===== src/rtl/alu_byte_sequencer_pkg.sv =====
// Shared definitions for the byte-serial ALU sequencer and other clients of
// the 8-bit ALU: datapath width, op-code constants and FSM state encoding.
package alu_byte_sequencer_pkg;

  localparam int unsigned ALU_W = 8;
  localparam int unsigned OP_W  = 3;

  // ALU op-codes understood by the 8-bit ALU
  localparam logic [OP_W-1:0] ALU_OP_ADD = 3'b000;
  localparam logic [OP_W-1:0] ALU_OP_AND = 3'b001;
  localparam logic [OP_W-1:0] ALU_OP_OR  = 3'b010;
  localparam logic [OP_W-1:0] ALU_OP_XOR = 3'b011;

  typedef enum logic [1:0] {
    ST_IDLE = 2'd0,
    ST_RUN  = 2'd1,
    ST_DONE = 2'd2
  } state_e;

endpackage : alu_byte_sequencer_pkg


===== src/rtl/alu_byte_sequencer.sv =====
// Multi-byte wrapper around the external 8-bit combinational ALU. Latches a
// wide operation, drives the ALU one byte per clock (LSB first) with the
// carry chained byte to byte, and assembles the wide result.
// Ports:
//   clk, rst_n            clock, synchronous active-low reset
//   start, op, opa, opb,  operation request (sampled in IDLE only)
//   cin
//   busy, done            busy in RUN/DONE; done is a one-cycle pulse
//   result, cout          assembled result and MSB carry, held until next start
//   alu_a/b/oper/cin      drive to the ALU (zero outside RUN)
//   alu_sum, alu_cout     ALU response
module alu_byte_sequencer
  import alu_byte_sequencer_pkg::*;
#(
  parameter int unsigned NBYTES = 4
) (
  input  logic                      clk,
  input  logic                      rst_n,
  input  logic                      start,
  input  logic [OP_W-1:0]           op,
  input  logic [ALU_W*NBYTES-1:0]   opa,
  input  logic [ALU_W*NBYTES-1:0]   opb,
  input  logic                      cin,
  output logic                      busy,
  output logic                      done,
  output logic [ALU_W*NBYTES-1:0]   result,
  output logic                      cout,
  output logic [ALU_W-1:0]          alu_a,
  output logic [ALU_W-1:0]          alu_b,
  output logic [OP_W-1:0]           alu_oper,
  output logic                      alu_cin,
  input  logic [ALU_W-1:0]          alu_sum,
  input  logic                      alu_cout
);

  localparam int unsigned IDX_W = $clog2(NBYTES);
  localparam logic [IDX_W-1:0] IDX_LAST = IDX_W'(NBYTES - 1);

  typedef logic [NBYTES-1:0][ALU_W-1:0] bytes_t;

  state_e            state_q, state_d;
  logic [IDX_W-1:0]  idx_q, idx_d;
  logic              carry_q, carry_d;
  bytes_t            opa_q, opa_d;
  bytes_t            opb_q, opb_d;
  logic [OP_W-1:0]   op_q, op_d;
  bytes_t            result_q, result_d;
  logic              cout_q, cout_d;
  logic              done_q, done_d;
  logic              busy_q, busy_d;

  // Next-state and datapath update
  always_comb begin
    state_d  = state_q;
    idx_d    = idx_q;
    carry_d  = carry_q;
    opa_d    = opa_q;
    opb_d    = opb_q;
    op_d     = op_q;
    result_d = result_q;
    cout_d   = cout_q;

    case (state_q)
      ST_IDLE: begin
        if (start) begin
          opa_d   = opa;
          opb_d   = opb;
          op_d    = op;
          carry_d = cin;
          idx_d   = '0;
          state_d = ST_RUN;
        end
      end
      ST_RUN: begin
        result_d[idx_q] = alu_sum;
        carry_d         = alu_cout;
        if (idx_q == IDX_LAST) begin
          // Park idx at 0 rather than letting it wrap
          idx_d   = '0;
          cout_d  = alu_cout;
          state_d = ST_DONE;
        end else begin
          idx_d = idx_q + IDX_W'(1);
        end
      end
      ST_DONE: state_d = ST_IDLE;
      default: state_d = ST_IDLE;
    endcase

    // Status flags registered from the next state so they line up with it
    busy_d = (state_d != ST_IDLE);
    done_d = (state_d == ST_DONE);
  end

  // State register with synchronous reset
  always_ff @(posedge clk) begin
    if (!rst_n) begin
      state_q  <= ST_IDLE;
      idx_q    <= '0;
      carry_q  <= 1'b0;
      opa_q    <= '0;
      opb_q    <= '0;
      op_q     <= '0;
      result_q <= '0;
      cout_q   <= 1'b0;
      done_q   <= 1'b0;
      busy_q   <= 1'b0;
    end else begin
      state_q  <= state_d;
      idx_q    <= idx_d;
      carry_q  <= carry_d;
      opa_q    <= opa_d;
      opb_q    <= opb_d;
      op_q     <= op_d;
      result_q <= result_d;
      cout_q   <= cout_d;
      done_q   <= done_d;
      busy_q   <= busy_d;
    end
  end

  // ALU drive, decoded only from registers; quiet outside RUN
  always_comb begin
    alu_a    = '0;
    alu_b    = '0;
    alu_oper = '0;
    alu_cin  = 1'b0;
    if (state_q == ST_RUN) begin
      alu_a    = opa_q[idx_q];
      alu_b    = opb_q[idx_q];
      alu_oper = op_q;
      alu_cin  = carry_q;
    end
  end

  assign busy   = busy_q;
  assign done   = done_q;
  assign result = result_q;
  assign cout   = cout_q;

endmodule : alu_byte_sequencer


===== config.mk =====
export PLATFORM = sky130hd
export DESIGN_NAME = alu_byte_sequencer
export DESIGN_NICKNAME = d
export VERILOG_FILES = /design/src/rtl/alu_byte_sequencer_pkg.sv /design/src/rtl/alu_byte_sequencer.sv
export SDC_FILE = /design/constraint.sdc
export NUM_CORES = 1
export LEC_CHECK = 0
export CORE_UTILIZATION = 38
export CTS_CLUSTER_SIZE = 25
export DETAILED_ROUTE_END_ITERATION = 8
export GPL_TIMING_DRIVEN = 0
export PLACE_DENSITY = 0.67
export SETUP_SLACK_MARGIN = 0.5
export SLEW_MARGIN = 10
export SYNTH_ARGS = -nofsm -noshare
export SYNTH_HDL_FRONTEND = slang
export SYNTH_SLANG_ARGS = --single-unit

===== constraint.sdc =====
create_clock -name clk -period 2.1 [get_ports clk]
set_input_delay 0.21 -clock clk [delete_from_list [all_inputs] [get_ports clk]]
set_output_delay 0.21 -clock clk [all_outputs]
set_load 0.03 [all_outputs]

# Word level (Yosys, flattened, before mapping)
# Index checks and enable logic that the tools add are counted.
dict set report word_totals {
  regBits 107
  out_inout_bits 55
}
dict set report op_classes {
  n_addsub 1
  magnitude_cmp 2
  n_eq_ne 4
  muxes 19
  n_reduce_logical 7
}
# cell n
set ops {}
lappend ops {{8-bit two-way mux} 5}
lappend ops {{8-bit binary-select mux with 2-bit select} 2}
lappend ops {{32-bit bitwise mux} 1}
lappend ops {{8-bit demux with 2-bit select} 1}
lappend ops {{2-bit two-way mux} 4}
lappend ops {{2-bit case mux with 2 select lines} 2}
lappend ops {{2-bit AND reduction} 3}
lappend ops {{2-bit equality test, second input constant} 2}
lappend ops {{2-bit nonzero test} 2}
lappend ops {{2-bit by 3-bit < comparator with 1-bit output, second input constant} 1}
lappend ops {{3-bit two-way mux} 1}
lappend ops {{2-bit by 1-bit adder with 2-bit output, second input constant} 1}
lappend ops {{2-bit by 1-bit equality test with 1-bit output, second input constant} 1}
lappend ops {{2-bit by 1-bit greater-or-equal comparator with 1-bit output, second input constant} 1}
lappend ops {{2-bit zero test} 1}
lappend ops {{1-bit two-way mux} 2}
lappend ops {{2-bit != test, second input constant} 1}
lappend ops {{1-bit case mux with 2 select lines} 1}
lappend ops {{1-bit logical AND} 1}

# Longest topological paths before layout
dict set report depth {
  ltp_word 5
  ltp_mapped 8
  ltp_nobuf 5
}

# Least setup slack after synthesis
# No wires, ideal clock.
dict set report synth_path {
  path_kind {register to register}
  start {reg idx_q[0]}
  end {reg result_q (netlist bit result[23])}
  arrival_time_ps 1704
  required_ps 2030
  slack_ps 326
  stages_incl_launch_ff 9
  period_less_slack_ps 1774
  path_cell_list {dfxtp_1 -> buf_2 -> buf_2 -> inv_1 -> ha_1 -> clkbuf_1 -> nand3b_1 -> nand2_1 -> a21oi_1}
}
dict set report synth_between {
  elab_chain_len 5
  word_cells_on_any_way 6
}
# item line_no
set synth_lines {}
lappend synth_lines {{start, declared} alu_byte_sequencer.sv:42} ;# logic [IDX_W-1:0] idx_q, idx_d;
lappend synth_lines {{start signal, assigned} alu_byte_sequencer.sv:110} ;# idx_q <= idx_d;
lappend synth_lines {{2-bit by 3-bit < comparator with 1-bit output (not written as such) / 2-bit by 1-bit greater-or-equal comparator with 1-bit output (equally long branches)} alu_byte_sequencer.sv:75} ;# result_d[idx_q] = alu_sum;
lappend synth_lines {{1-bit logical AND (not written as such)} alu_byte_sequencer.sv:75}
lappend synth_lines {{8-bit two-way mux (not written as such)} alu_byte_sequencer.sv:75}
lappend synth_lines {{8-bit demux with 2-bit select (*)} alu_byte_sequencer.sv:75}
lappend synth_lines {{32-bit bitwise mux (*)} alu_byte_sequencer.sv:75}
lappend synth_lines {{end signal, assigned} alu_byte_sequencer.sv:115} ;# result_q <= result_d;
lappend synth_lines {{end, declared} alu_byte_sequencer.sv:47} ;# bytes_t result_q, result_d;
# Every way passes the cells marked *; elsewhere a longest branch is shown, timed or not.
# A chain may end at the register's enable or synchronous reset.

# Worst setup path in the final report
dict set report layout_path {
  start {reg idx_q[0]}
  end {out alu_a[4]}
}
dict set report layout_between {
  elab_chain_len 3
}
# item line_no
set layout_lines {}
lappend layout_lines {{8-bit binary-select mux with 2-bit select} alu_byte_sequencer.sv:129} ;# alu_a = opa_q[idx_q];
lappend layout_lines {{8-bit two-way mux (not written as such)} alu_byte_sequencer.sv:129}
lappend layout_lines {{8-bit two-way mux} alu_byte_sequencer.sv:128} ;# if (state_q == ST_RUN) begin
lappend layout_lines {{end, declared} alu_byte_sequencer.sv:28} ;# output logic [ALU_W-1:0] alu_a,
# No other way between the ends. The select of a mux whose other input is x is not followed.

==> reports/results.ini <==
[power]
power.leakage_nw = 2.67
peakVddDrop_v = 0.000433
power_density_nw_per_um2 = 706

[synth]
syn_nets = 599
avgSynthCellArea_um2 = 8.41
yosysUniqueCellTypes = 24
yosys-top-cells-area = dfxtp_1 (49%), nand2_1 (15%), a21oi_1 (12%)
yosysTopAreaCell = dfxtp_1
synth_seq_area_share_pct = 49.5
synth_seq_cells = 107
synthCells = 515
yosys_warnings = 0
synth_top_area_share_pct = 49.5
netlist_area_um2 = 4330

[routing]
dr.pass1.iters = 4
route.detailed.drc = 0
drt_iter0_drc = 219
vias = 4243
wl_per_cell_um = 16.4
ant_nets = 0
vias_per_cell = 5.12
wl_um = 13600

[placed_design]
dp.cells = 789
numPortBuffers = 134
hpwl_um = 9230
gp_congestion = 0.812

[clock_network]
clk_path_buf_depth = 2
clk_latency_ps = 340
ctsHoldBuffers = 0
clock_sinks = 107
numCtsBuffers = 9
cts.htree.levels = 3
cts-root-buf = clkbuf_16
tritoncts = built
path_clk_slew_ps = 70

[finish]
final_cell_mix = nand2_1 (161), clkdlybuf4s50_1 (105), dfxtp_1 (103)
antenna_cells = 0
utilization_pct = 61.6
area_delta_synth_final_pct = 56.2
final_common_cell = nand2_1
final_cells = 828
fillers = 956
drive_gt1_share_pct = 22.4
nets = 767

[sta]
slew-limit-headroom_pct = 60.3
rsz0062_at_grt = true
final_hold_viol_count = 0
fmax_mhz = 528
report.final.setup_viol = 0
finalClockSkew_ps = 7.83
report.final.slew_viol_count = 0
post-route-period-util_pct = 90.2
min_period_ps = 1890
tightestPinTransition_ps = 595

[setup_path]
rr_worst_depth = 6
critical_path.startpoint_type = flop
critPathArrivalTime_ps = 1680
rr_startpoint = state_q[0]$_SDFF_PN0_
endpoint_kind = output port
cp_max_fo = 6
cp_data_required_time_ps = 1890
crit_type = reg2out
r2r_slack_ps = 500
worstSetupStartpoint = idx_q[0]$_SDFFE_PN0P_
r2r-end = opa_q[9]$_SDFFE_PN0P_

[floorplan]
rows = 38
die-width_um = 109
die_h_um = 109
die_area_um2 = 11800
ios = 135
start_util_pct = 39.4
core-area_um2 = 11000

[global_routing]
grt_pass1_wl_um = 19800
antenna_found_initial = 0
globalRouteOverflowTotal = 0
grt_pass1_vias = 3981
grt_max_degree = 17
grt_usage_pct = 22.2

[outcome]
status = finished clean

[worst_hold_path]
holdPathStages = 3
hp-start = opa[12]
holdPathEnd = opa_q[12]$_SDFFE_PN0P_
min_path_type = in2reg

[run]
drv_cap = 0

-- state kept, by name, indices dropped and copies added (netlist names) --
| register | cells |
|---|---|
| result | 32 |
| state_q | 2 |
| op_q | 3 |
| done | 1 |
| carry_q | 1 |
| busy | 1 |
| opa_q | 32 |
| opb_q | 32 |
| cout | 1 |
| idx_q | 2 |
-- layer usage --
metal | vias to the layer above | global-route usage (%) | part of all wire [%]
met5 | - | 0 | 0
met4 | 0 | 5.50 | 1.6
met3 | 18 | 5.56 | 7.3
met2 | 160 | 38.2 | 49
met1 | 2008 | 27.7 | 42
li1 | 2057 | - | -
-- stage by stage --
stage / total power, W / instance area, µm² / setup WS, ps / setup TNS [ps] / hold WS, ps
4_1_cts: 0.00471 / 6440 / 178 / 0 / 409
2_1_floorplan: 0.00259 / 4350 / 530 / 0 / 331
5_1_grt: 0.00494 / 6770 / 165 / 0 / 414
3_3_place_gp: 0.00290 / 5870 / -235 / -3460 / 438
3_5_place_dp: 0.00292 / 5870 / -247 / -3940 / 445
6_report: 0.00478 / 6770 / 207 / 0 / 412
-- critical path: stages, from the launching register on --
cell and delay, ps:
dfxtp_4 410, buf_12 150, mux4_2 510, and2_4 150, buf_6 130
-- worst max path at each step --
| stage | slack, ps | endpoint |
|---|---|---|
| 6_report | 210 | alu_a[4] |
| 5_1_grt | 170 | alu_a[4] |
| 4_1_cts | 180 | alu_a[4] |
| 3_5_place_dp | -250 | alu_oper[0] |
| 3_3_place_gp | -240 | alu_oper[0] |
| 2_1_floorplan | 530 | result[23]$_SDFFE_PN0P_ |
-- synthesized netlist by cell type --
| cell type | n |
|---|---|
| nor3b_2 | 1 |
| buf_6 | 2 |
| or3b_1 | 1 |
| and2_1 | 20 |
| nand3_1 | 34 |
| nand2b_1 | 1 |
| mux4_2 | 16 |
| o221ai_2 | 1 |
| clkbuf_1 | 20 |
| buf_4 | 4 |
| ha_1 | 4 |
| o21ai_0 | 1 |
| dfxtp_1 | 107 |
| a22oi_1 | 1 |
| buf_2 | 15 |
| clkinv_1 | 1 |
| nor2b_1 | 1 |
| o21bai_1 | 1 |
| inv_1 | 3 |
| a21oi_1 | 102 |
| buf_1 | 1 |
| nand3b_1 | 4 |
| nor2_1 | 6 |
| nand2_1 | 168 |
-- report_power, final --
| part | internal (W) | switching, W | total [W] |
|---|---|---|---|
| Clock | 0.00102 | 0.000730 | 0.00175 |
| Combinational | 0.000433 | 0.000407 | 0.000840 |
| Sequential | 0.00213 | 0.0000562 | 0.00218 |
-- repair_timing --
action,4_1_cts,5_1_grt
setup endpoints to repair,57,73
resized for setup,183,71
pin swaps,20,20
setup buffers,6,12
cloned,3,2
-- cell families after synthesis --
kind of cell             Yosys count  share of synthesized area, %
multiplexers                      16                          8.32
flip-flops                       107                          49.5
buffers and inverters             46                          5.11
AND/OR/NAND/NOR                  236                          23.4
adder cells (fa/ha/maj)            4                          1.16
AO/OA/AOI/OAI                    106                          12.6
-- cell type report --
cell class              instances  area [µm²]  share of cell area, %
repair buffers                157        1660                   24.5
clock buffers                  13         270                   3.99
multi-input cells             362        2110                   31.1
well taps                     140         175                   2.59
clock inverters                 3        45.0                  0.666
flip-flops and latches        107        2150                   31.8
inverters                       4        20.0                  0.296
plain buffers                  42         342                   5.05
Power figures use the tool's default switching activity.
